## src/rtl/async_fifo_core_pkg.sv

```systemverilog
// Shared constants and helpers for async_fifo_core.
`timescale 1ns/1ps
package async_fifo_core_pkg;

  localparam int unsigned DefWidth = 16;
  localparam int unsigned DefDepth = 2;

  // Ceiling log2, usable in constant expressions; clog2(1) = 0.
  function automatic int unsigned clog2(input int unsigned value);
    int unsigned result;
    result = 0;
    for (int unsigned i = 0; i < 32; i++) begin
      if ((64'd1 << i) < 64'(value)) result = i + 1;
    end
    return result;
  endfunction

endpackage

```

## src/rtl/async_fifo_core_mem.sv

```systemverilog
// DEPTH x WIDTH register array: one write port, one registered read port.
`timescale 1ns/1ps
module async_fifo_core_mem
  import async_fifo_core_pkg::*;
#(
  parameter int unsigned WIDTH = DefWidth,
  parameter int unsigned DEPTH = DefDepth,
  localparam int unsigned AW = clog2(DEPTH)
) (
  input  logic             clk,
  input  logic             rst,
  input  logic             we,
  input  logic [AW-1:0]    waddr,
  input  logic [WIDTH-1:0] wdata,
  input  logic             re,
  input  logic [AW-1:0]    raddr,
  output logic [WIDTH-1:0] rdata
);

  logic [WIDTH-1:0] mem_q [DEPTH];

  // Storage has no reset; contents are only meaningful once written.
  always_ff @(posedge clk) begin
    if (we) mem_q[waddr] <= wdata;
  end

  // Read register: loads only on an accepted read, otherwise holds.
  always_ff @(posedge clk or posedge rst) begin
    if (rst) begin
      rdata <= '0;
    end else if (re) begin
      rdata <= mem_q[raddr];
    end
  end

endmodule

```

## src/rtl/async_fifo_core.sv

```systemverilog
// Single-clock FIFO with full/empty flags and registered read data.
// Optional sticky overflow/underflow outputs: define ASYNC_FIFO_CORE_ERR_FLAGS_EN.
`timescale 1ns/1ps
module async_fifo_core
  import async_fifo_core_pkg::*;
#(
  parameter int unsigned WIDTH = DefWidth,
  parameter int unsigned DEPTH = DefDepth,
  localparam int unsigned AW = clog2(DEPTH)
) (
  input  logic             i_clk,
  input  logic             i_rst,
  input  logic [WIDTH-1:0] i_wdata,
  input  logic             i_push,
  input  logic             i_pop,
  output logic             o_full,
  output logic             o_empty,
`ifdef ASYNC_FIFO_CORE_ERR_FLAGS_EN
  output logic             o_overflow,
  output logic             o_underflow,
`endif
  output logic [WIDTH-1:0] o_rdata
);

  // Pointers carry one extra wrap bit to tell full from empty.
  logic [AW:0] wptr_q, wptr_d;
  logic [AW:0] rptr_q, rptr_d;
  logic        push_ok, pop_ok;

  // Flags and request qualification from the registered pointers.
  always_comb begin
    o_empty = (wptr_q == rptr_q);
    o_full  = (wptr_q[AW] != rptr_q[AW]) && (wptr_q[AW-1:0] == rptr_q[AW-1:0]);
    push_ok = i_push && !o_full;
    pop_ok  = i_pop && !o_empty;
  end

  // Next pointers wrap naturally modulo 2^(AW+1).
  always_comb begin
    wptr_d = wptr_q + {{AW{1'b0}}, push_ok};
    rptr_d = rptr_q + {{AW{1'b0}}, pop_ok};
  end

  // Pointer registers.
  always_ff @(posedge i_clk or posedge i_rst) begin
    if (i_rst) begin
      wptr_q <= '0;
      rptr_q <= '0;
    end else begin
      wptr_q <= wptr_d;
      rptr_q <= rptr_d;
    end
  end

  async_fifo_core_mem #(
    .WIDTH (WIDTH),
    .DEPTH (DEPTH)
  ) u_mem (
    .clk   (i_clk),
    .rst   (i_rst),
    .we    (push_ok),
    .waddr (wptr_q[AW-1:0]),
    .wdata (i_wdata),
    .re    (pop_ok),
    .raddr (rptr_q[AW-1:0]),
    .rdata (o_rdata)
  );

`ifdef ASYNC_FIFO_CORE_ERR_FLAGS_EN
  logic overflow_q, underflow_q;

  // Sticky error flags, cleared only by reset.
  always_ff @(posedge i_clk or posedge i_rst) begin
    if (i_rst) begin
      overflow_q  <= 1'b0;
      underflow_q <= 1'b0;
    end else begin
      if (i_push && o_full) overflow_q <= 1'b1;
      if (i_pop && o_empty) underflow_q <= 1'b1;
    end
  end

  assign o_overflow  = overflow_q;
  assign o_underflow = underflow_q;
`endif

endmodule

```

## config.mk

```make
export PLATFORM = sky130hd
export DESIGN_NAME = async_fifo_core
export DESIGN_NICKNAME = d
export VERILOG_FILES = /design/src/rtl/async_fifo_core_pkg.sv /design/src/rtl/async_fifo_core_mem.sv /design/src/rtl/async_fifo_core.sv
export SDC_FILE = /design/constraint.sdc
export NUM_CORES = 1
export LEC_CHECK = 0
export CORE_MARGIN = 3
export CORE_UTILIZATION = 53
export CTS_BUF_LIST = sky130_fd_sc_hd__clkbuf_4
export DETAILED_ROUTE_END_ITERATION = 6
export GPL_ROUTABILITY_DRIVEN = 0
export HOLD_SLACK_MARGIN = 0.03
export PLACE_DENSITY = 0.81
export SYNTH_ARGS = -nofsm -noshare
export SYNTH_HDL_FRONTEND = slang
export SYNTH_SLANG_ARGS = --single-unit
```

## constraint.sdc

```tcl
create_clock -name i_clk -period 2.8 [get_ports i_clk]
set_clock_uncertainty 0.05 [all_clocks]
set_input_delay 0.56 -clock i_clk [delete_from_list [all_inputs] [get_ports i_clk]]
set_output_delay 0.56 -clock i_clk [all_outputs]
set_load 0.1 [all_outputs]
```

# Word-level counts from Yosys, hierarchy flattened

Memories as Yosys holds them, arrays and structs flattened. A register that Yosys moved wholly into a read port is not among the register bits.
Cells that the tools add are included.

$add $sub $neg: 2
Equal/unequal tests: 3
Mux-type cells: 2
Reductions and logical operators: 5

Operators with widths:

| cell                                   | number |
|---|---|
| 2-bit by 1-bit adder with 2-bit output | 2 |
| 1-bit logical AND                      | 3 |
| 2-bit == test                          | 1 |
| 1-bit logical NOT                      | 2 |
| 1-bit 2-to-1 mux                       | 2 |
| 1-bit == test                          | 1 |
| 1-bit != test                          | 1 |

Bits in registers: 4
Memory bits (writable): 32
Input port bits: 20
Output and inout bits: 18
Word-level logic and storage cells: 15
Memories kept: 1

Memories:

| name        | words | bits a word | read ports | clocked after memory_dff | wr ports | RTL line                  | source |
|---|---|---|---|---|---|---|---|
| u_mem.mem_q | 2     | 16          | 1          | 1                        | 1        | async_fifo_core_mem.sv:20 | `logic [WIDTH-1:0] mem_q [DEPTH];` |

# Logic depth before layout (Yosys ltp)

Gate-level depths: netlist of the first run.

Depth in word-level cells: 6
Gate-level depth with buffers: 7
Depth with buffers taken out: 5

# By module

From an unflattened synthesis of the first run, not the netlist that was laid out.

Cell total of the unflattened synthesis: 121
Area, all modules: 1926.8 um2

Modules (own cells, without submodules):

| module              | instances | cells an instance | area an instance (um2) | seq. area each (um2) |
|---|---|---|---|---|
| async_fifo_core_mem | 1         | 104               | 1722.9                 | 1361.3 |
| async_fifo_core     | 1         | 17                | 203.9                  | 100.1 |

# Least setup slack after synthesis of the first run

Ideal clock, no wire load.

Path type: reg2out
Start point: register rptr_q[0]
End point: output o_empty
Arrival time: 1.934 ns
Data required time: 2.190 ns
Setup slack: 0.256 ns
Cell stages (with the launch flop): 4
Path buffers: 1
Path through: dfrtp_1 buf_6 xor2_1 nor2_1

Word-level cells in the longest chain between the ends: 1

RTL lines:

| element                | RTL line              | source |
|---|---|---|
| from (decl)            | async_fifo_core.sv:27 | `logic [AW:0] rptr_q, rptr_d;` |
| from (signal assigned) | async_fifo_core.sv:51 | `rptr_q <= rptr_d;` |
| 2-bit == test          | async_fifo_core.sv:32 | `o_empty = (wptr_q == rptr_q);` |
| to (decl)              | async_fifo_core.sv:17 | `output logic o_empty,` |

No other way between the ends.

# Worst setup path after layout of the first run

Start point: register wptr_q[0]
End point: output o_full

Word-level cells in the longest chain between the ends: 2

RTL lines:

| element                | RTL line              | source |
|---|---|---|
| from (decl)            | async_fifo_core.sv:26 | `logic [AW:0] wptr_q, wptr_d;` |
| from (signal assigned) | async_fifo_core.sv:50 | `wptr_q <= wptr_d;` |
| 1-bit == test          | async_fifo_core.sv:33 | `o_full = (wptr_q[AW] != rptr_q[AW]) && (wptr_q[AW-1:0] == rptr_q[AW-1:0]);` |
| 1-bit logical AND      | async_fifo_core.sv:33 |  |
| to (decl)              | async_fifo_core.sv:16 | `output logic o_full,` |

No other way between the ends.

==> results list, run 1 <==
- Number of different library cells in the post-synthesis netlist: 14
* Post-Synthesis Cell Area: ~2000 sq um
* Global-route wire length before repair: ~5000 um
- 0 antenna diodes ended up in the layout.
* Count of buffers added by post-CTS timing repair for setup: 0
- Horizontal die dimension: between 60 and 70 um
- CTS tree: done
- Among all cell types in the netlist, the one instantiated most often is sky130_fd_sc_hd__edfxtp_1.
- In the detailed route, the total length drawn on met3 is ~150 um.
- No sink is reached through more buffers than the 2 on the longest clock path.
- Number of CTS-inserted buffers: 5
* Cell at the root of the clock tree: sky130_fd_sc_hd__clkbuf_4
- For this run, the number of Yosys warnings is 0.
* Count of flip-flops with a built-in enable after synthesis: 32
* Cells resized by post-CTS repair: 0
- The core region is roughly 3500 sq um.
* Number of antenna violations at the first check in global routing: 0
- In this run the worst path has a maximum fanout of 3.
- Counting flops with an async set or reset pin after synthesis yields a share of 0.3846.
* Number of sinks driven by the clock tree: 52
* Type of element launching the critical path: flip-flop
- Entering global routing, the biggest net connects 21 pins.
- Sum Neg Setup Slack: 0 ps
- Headroom to the max-slew limit came out at 0.5102.
* Area growth from synthesis to layout: 23.01%
- Arrival time at the worst endpoint: 1420 ps
- Aggregate global-route resource usage: 0.1581
- The via count of the first global-routing pass is between 1k and 1.5k.
- In this run the mean area of a mapped cell was 19.72 sq um.
- By count the netlist is led by 32 x sky130_fd_sc_hd__edfxtp_1, 23 x sky130_fd_sc_hd__mux2_2, 20 x sky130_fd_sc_hd__dfrtp_1, 9 x sky130_fd_sc_hd__mux2_4, 4 x sky130_fd_sc_hd__xor2_1.
- Post-route DRC: 0
- Detailed routing placed a total of 1619 um of wire on met2.
- Worst-skew pair later-pin latency: approximately 350 ps
* Worst-path clk slew: 130 ps
* Total of fill cells in the finished design: ~250
- The run finished with clean final reports.
* Via count normalized by instance count: between 5 and 6
* Die footprint: ~4600 sq um
- In this run the vertical extent of the chip is between 60 and 70 um.
- Routed metal-1 wire length: around 1300 um
* ANT nets after route: 0
- After the last flow step, the layout net total stands at approximately 170.
- Setup repair after global routing left no endpoint under its margin.
- The path class of the tightest hold or removal check is flip-flop to flip-flop.
- Number of standard cells after synthesis: 102
- The critical path is of the flip-flop to primary output type.
* Type of element capturing the critical path: primary output
- Count of input and output buffers: 37
* Synthesized net count: roughly 130
- Detailed-route via count: ~980
* FP Rows: 21
- Hpwl dp: ~2300 um
- For this configuration, the core starts out at a cell density of 0.5757.
- Mean routed wirelength per cell: 15.97 um
* Largest cells by area after synthesis: sky130_fd_sc_hd__edfxtp_1 48%, sky130_fd_sc_hd__dfrtp_1 25%, sky130_fd_sc_hd__mux2_2 13%, sky130_fd_sc_hd__mux2_4 6.7%, sky130_fd_sc_hd__ha_1 1.9%
- Final period util: 0.7234
- Area share of the largest cell type after synthesis: 0.4776
- IO Pins: 38
- The clock tree synthesis step divided the H-tree into 2 levels.
- For this design, the CTS-stage hold fixing added 0 buffers.
- Slew of the pin with the lowest slew margin: ~730 ps
- Number of register bits inferred by synthesis: between 50 and 60
- Detailed-router iteration count before antenna repair: 3
- MaxCap Viol Count: 0
- Most frequently used flop master after synthesis: sky130_fd_sc_hd__edfxtp_1
- Timing would allow up to 493.7 MHz.
* Number of max-slew violations in the final report: 0
- The highest layer touched by signal routing is met4.
- For this block, the routed nets add up to about 3100 um of wire.
* Total congestion overflow after global routing: 0
- Number of failing hold endpoints at the final stage: 0
- In the final layout, the share of cells above drive strength 1 is 0.4295.
* Detailed router's first-iteration violation count: 44
* Data required time of the worst path: around 2200 ps
- The clock period could shrink to between 2000 and 2500 ps.
- Summed over all instances, the cell type with the most area after synthesis is sky130_fd_sc_hd__edfxtp_1.
* Sequential cell area fraction in the yosys report: 0.7264
* Final setup fails: 0
[layer usage]
metal / track usage / up-vias
li1: - / 462
met1: 0.1742 / 488
met2: 0.2819 / 26
met3: 0.04493 / 5
met4: 0.06835 / 0
met5: 0 / -
[layout by cell type (no fill, tap or decap), types with 2 or more instances in the layout]
| cell type | n |
|---|---|
| sky130_fd_sc_hd__edfxtp_1 | 32 |
| sky130_fd_sc_hd__mux2_2 | 23 |
| sky130_fd_sc_hd__buf_4 | 22 |
| sky130_fd_sc_hd__dfrtp_1 | 20 |
| sky130_fd_sc_hd__clkdlybuf4s50_1 | 19 |
| sky130_fd_sc_hd__mux2_4 | 9 |
| sky130_fd_sc_hd__clkbuf_4 | 7 |
| sky130_fd_sc_hd__xor2_1 | 4 |
| sky130_fd_sc_hd__inv_1 | 3 |
| sky130_fd_sc_hd__ha_1 | 3 |
| sky130_fd_sc_hd__buf_12 | 2 |
[cells by family (layout without fill, tap and decap cells)]
group | count (synthesis) | count (layout) | share of synthesized area
buf+inv | 7 | 54 | 0.02923
simple gates | 3 | 3 | 0.008708
xor+xnor | 4 | 4 | 0.01741
mux | 32 | 32 | 0.1959
fa+ha+maj | 3 | 3 | 0.01866
flops | 52 | 52 | 0.7264
compound gates | 1 | 1 | 0.003733
[worst max-delay path: stages (launching register included)]
cell,delay [ps]
sky130_fd_sc_hd__dfrtp_1,440
sky130_fd_sc_hd__xor2_1,210
sky130_fd_sc_hd__and2b_1,250
sky130_fd_sc_hd__buf_12,170
[stage by stage]
stage / hold WS [ps] / instance area, sq um / setup WS (ps) / cells / utilization
after floorplan: 410.4 / 2012 / 255.7 / 102 / -
after global placement: 423.0 / 2417 / 723.2 / 187 / 0.6917
after detailed placement: 445.0 / 2417 / 671.5 / 187 / 0.6917
after CTS: 466.7 / 2475 / 755.4 / 195 / 0.7082
after global routing: 494.2 / 2475 / 656.7 / 195 / 0.7082
final: 465.9 / 2475 / 774.4 / 195 / 0.7082
[layout make-up]
type	count	area, sq um	share of cell area
Multi-Input combinational cell	43	491.7	0.1987
Timing Repair Buffer	43	395.4	0.1598
Clock buffer	7	52.55	0.02123
Tap cell	46	57.56	0.02326
Clock inverter	1	5.005	0.002022
Inverter	3	11.26	0.004550
Sequential cell	52	1461	0.5905
[state kept, by name, summed over array words and instances (netlist names)]
register,cells
wptr_q,2
u_mem.rdata,16
u_mem.mem_q,32
rptr_q,2
[worst paths after layout]
kind | slack [ps] | cells after the start | end | startpoint
hold / removal | 470 | 1 | rptr_q[1] | rptr_q[1]
max in group asynchronous | 1650 | 2 | u_mem.rdata[3] | i_rst
hold reg to reg | 470 | 1 | rptr_q[1] | rptr_q[1]
setup reg to reg | 960 | 5 | u_mem.mem_q[1][2] | wptr_q[0]
setup / recovery | 770 | 3 | o_full | wptr_q[0]
min in group asynchronous | 580 | 2 | u_mem.rdata[14] | i_rst
Power of run 1 is not shown: default switching activity piles up to over one toggle a cycle in this logic, so the estimate is an artifact.
==> run 2: changes to the inputs <==
==> constraint.sdc (replaced) <==
create_clock -name i_clk -period 1.9 [get_ports i_clk]
set_clock_uncertainty 0.05 [all_clocks]
set_input_delay 0.38 -clock i_clk [delete_from_list [all_inputs] [get_ports i_clk]]
set_output_delay 0.38 -clock i_clk [all_outputs]
set_load 0.1 [all_outputs]
==> run 2 against run 1 <==
Net effect: the run now ends with negative setup slack left; worst setup slack worse by 790 ps; count of clock-buffer cells in the layout decreased by 2; first-iteration DRC count rose by 16%; die area did not move; cell area rose by 12%; utilization grew 8.3 points; critical path depth unchanged; via count up 5.2%; wire length is 17% higher; final cell count increased by 2.1%; register-to-register slack worse by 940 ps; critical path type unchanged; largest cell class unchanged; highest routed layer unchanged.
==> results list, run 2 (synthesis results as in run 1) <==
* Run status: complete, but fails checks
* Violated checks: negative setup slack
* Deepest level of the CTS H-tree: 2
* Utilization after layout: 0.7909
* Number of antenna violations at the first check in global routing: 0
* Most common library cell in the layout ignoring fill and taps: sky130_fd_sc_hd__edfxtp_1
- The clock passes through at most 2 buffers.
- MaxCap Viol Count: 0
- Horizontal die dimension: approximately 68 um
- Die outline height: a little under 70 um
* FP Rows: 21
- IO Pins: 38
- In this run the cell area measured after placement is around 2600 sq um.
- Summing all flip-flop and latch instances after layout gives 1461 sq um.
- The detailed router placed between 1k and 1.5k vias in this run.
* Count of input and output buffers: 37
- Flip-flop count of the largest register, all copies and words added: 32
- Leaving out fill and tap cells, the most frequent cells in the layout are 32 x sky130_fd_sc_hd__edfxtp_1, 23 x sky130_fd_sc_hd__mux2_2, 20 x sky130_fd_sc_hd__dfrtp_1, 19 x sky130_fd_sc_hd__clkdlybuf4s50_1, 18 x sky130_fd_sc_hd__buf_12.
- Of all nets on the critical path, the largest fanout is 3.
- Vias in the first global route: about 1.1k
- In this run, CTS created clock tree buffers numbering 5.
- The worst setup path is captured at a primary output.
- Final setup fails: 1
* Slew of the pin with the lowest slew margin: 268.9 ps
* Pin count of the biggest net entering global routing: 21
- After clock tree synthesis, the clock-pin slew on the worst setup and hold paths is 140 ps.
* Worst-skew pair later-pin latency: about 360 ps
- Setup slack on the critical path of the routed design comes to -13.23 ps.
* CTS Hold Bufs: 0
- The first global-routing pass estimated approximately 5500 um of wire.
* Total congestion overflow after global routing: 0
- The worst setup path is of the flip-flop to primary output kind.
- Area growth from synthesis to layout: 37.38%
- Detailed placement finished with a half-perimeter wire length of around 2500 um.
- Headroom to the max-slew limit: 0.8207
* Number of nets at the end of the flow: about 180
- The tree built by TritonCTS fans out to 52 sinks.
- Dividing the final minimum period by the clock period gives 1.007.
- Measured in cells, the most critical reg-to-reg path has a length of 5.
- Post-Layout Inst Area: 2764 sq um
- Post-route DRC: 0
- Detailed-router iteration count before antenna repair: 4
- Area of the core region: ~3500 sq um
- Final hold slack: 280.4 ps
* Type of the tightest min-delay check: primary input to async pin
* Aggregate global-route resource usage: 0.1768
- Max Fclk: ~520 MHz
- The initial utilization of the core area, before any placement, comes to 0.5757.
* Mean routed wirelength per cell: about 18 um
* Detailed router's first-iteration violation count: between 50 and 60
- For the worst setup path, the data arrival time is roughly 1500 ps.
* ANT nets after route: 0
* Type of element launching the critical path: flip-flop
- Die footprint: 4571 sq um
- TritonCTS built the clock tree.
- The filler cells instantiated in the layout total 195.
- The hold violation count in the final report came to 0.
- Number of max-slew violations in the final report: 0
- The largest registers in the layout are u_mem.mem_q: 32 flops, u_mem.rdata: 16 flops.
- Summed over all layers, the routed wires come to about 3600 um.
- Cell at the root of the clock tree: sky130_fd_sc_hd__clkbuf_4
- STA puts the critical path data required time at around 1500 ps.
* Top reg by flops: u_mem.mem_q
* Area of the multi-input gates: 544.3 sq um
- In the final layout, the share of cells above drive strength 1 is 0.4902.
* Shortest clock period the worst path allows after layout: 1913 ps
- Before CTS, the worst setup slack after placement is 81.61 ps.
- Using the TritonRoute via totals, the vias-per-cell ratio works out to 5.186.
- Antenna diode instance count: 0
- Setup repair after global routing could not meet its margin everywhere.
-- run 2: cell types whose count changed in the layout (fill, tap and decap cells not counted), sizes merged --
cell	delta
clkinv	+2
buf	+4
clkbuf	-2
-- run 2: path summary, 6_finish.rpt --
kind	startpoint	endpoint	slack [ps]
max	rptr_q[1]	o_full	-10
min	i_rst	u_mem.rdata[0]	280
max reg2reg	rptr_q[0]	u_mem.mem_q[0][7]	20
max in group asynchronous	i_rst	u_mem.rdata[12]	1300
min in group i_clk	rptr_q[1]	rptr_q[1]	480
min reg2reg	rptr_q[1]	rptr_q[1]	480
-- run 2: final cells by class --
class                   count  share of cell area
multi-input cells          43              0.1969
clock inverters             3            0.006790
clock buffers               5             0.01358
inverters                   3            0.004074
well taps                  46             0.02082
flip-flops and latches     52              0.5287
repair buffers             47              0.2291
-- run 2: routing by layer --
metal / GRT usage / up-vias / part of all wire
li1: - / 470 / -
met1: 0.2067 / 519 / 0.39
met2: 0.3038 / 38 / 0.54
met3: 0.05324 / 5 / 0.060
met4: 0.06835 / 0 / 0.011
met5: 0 / - / 0
-- run 2: through the flow --
stage / cells / TNS [ps]
final: 199 / -13.23
after floorplan: 102 / -6.589
after detailed placement: 185 / 0
after CTS: 196 / -5.211
after global placement: 185 / 0
after global routing: 199 / -602.8
-- run 2: what timing repair did --
item | 4_1_cts | 5_1_grt
pin swaps | 2 | 4
setup buffers | 3 | 3
gates cloned | 0 | 0
gates resized for setup | 2 | 2
setup endpoints to repair | 1 | 34
-- run 2: critical path: stages, from the launching register on --
cell and delay (ps):
sky130_fd_sc_hd__dfrtp_1 440, sky130_fd_sc_hd__xor2_2 290, sky130_fd_sc_hd__and2b_4 220, sky130_fd_sc_hd__buf_12 170
Power of run 2 is left out for the same reason.
==> run 3: changes to the inputs <==
--- a/config.mk
+++ b/config.mk
@@ -8,6 +8,7 @@
 export CORE_MARGIN = 3
 export CORE_UTILIZATION = 53
 export CTS_BUF_LIST = sky130_fd_sc_hd__clkbuf_4
+export CTS_CLUSTER_DIAMETER = 100
 export DETAILED_ROUTE_END_ITERATION = 6
 export GPL_ROUTABILITY_DRIVEN = 0
 export HOLD_SLACK_MARGIN = 0.03
==> results of run 3 <==
The final DEF is identical to that of run 2; final timing and power are the same.
Power of run 3 is left out for the same reason.
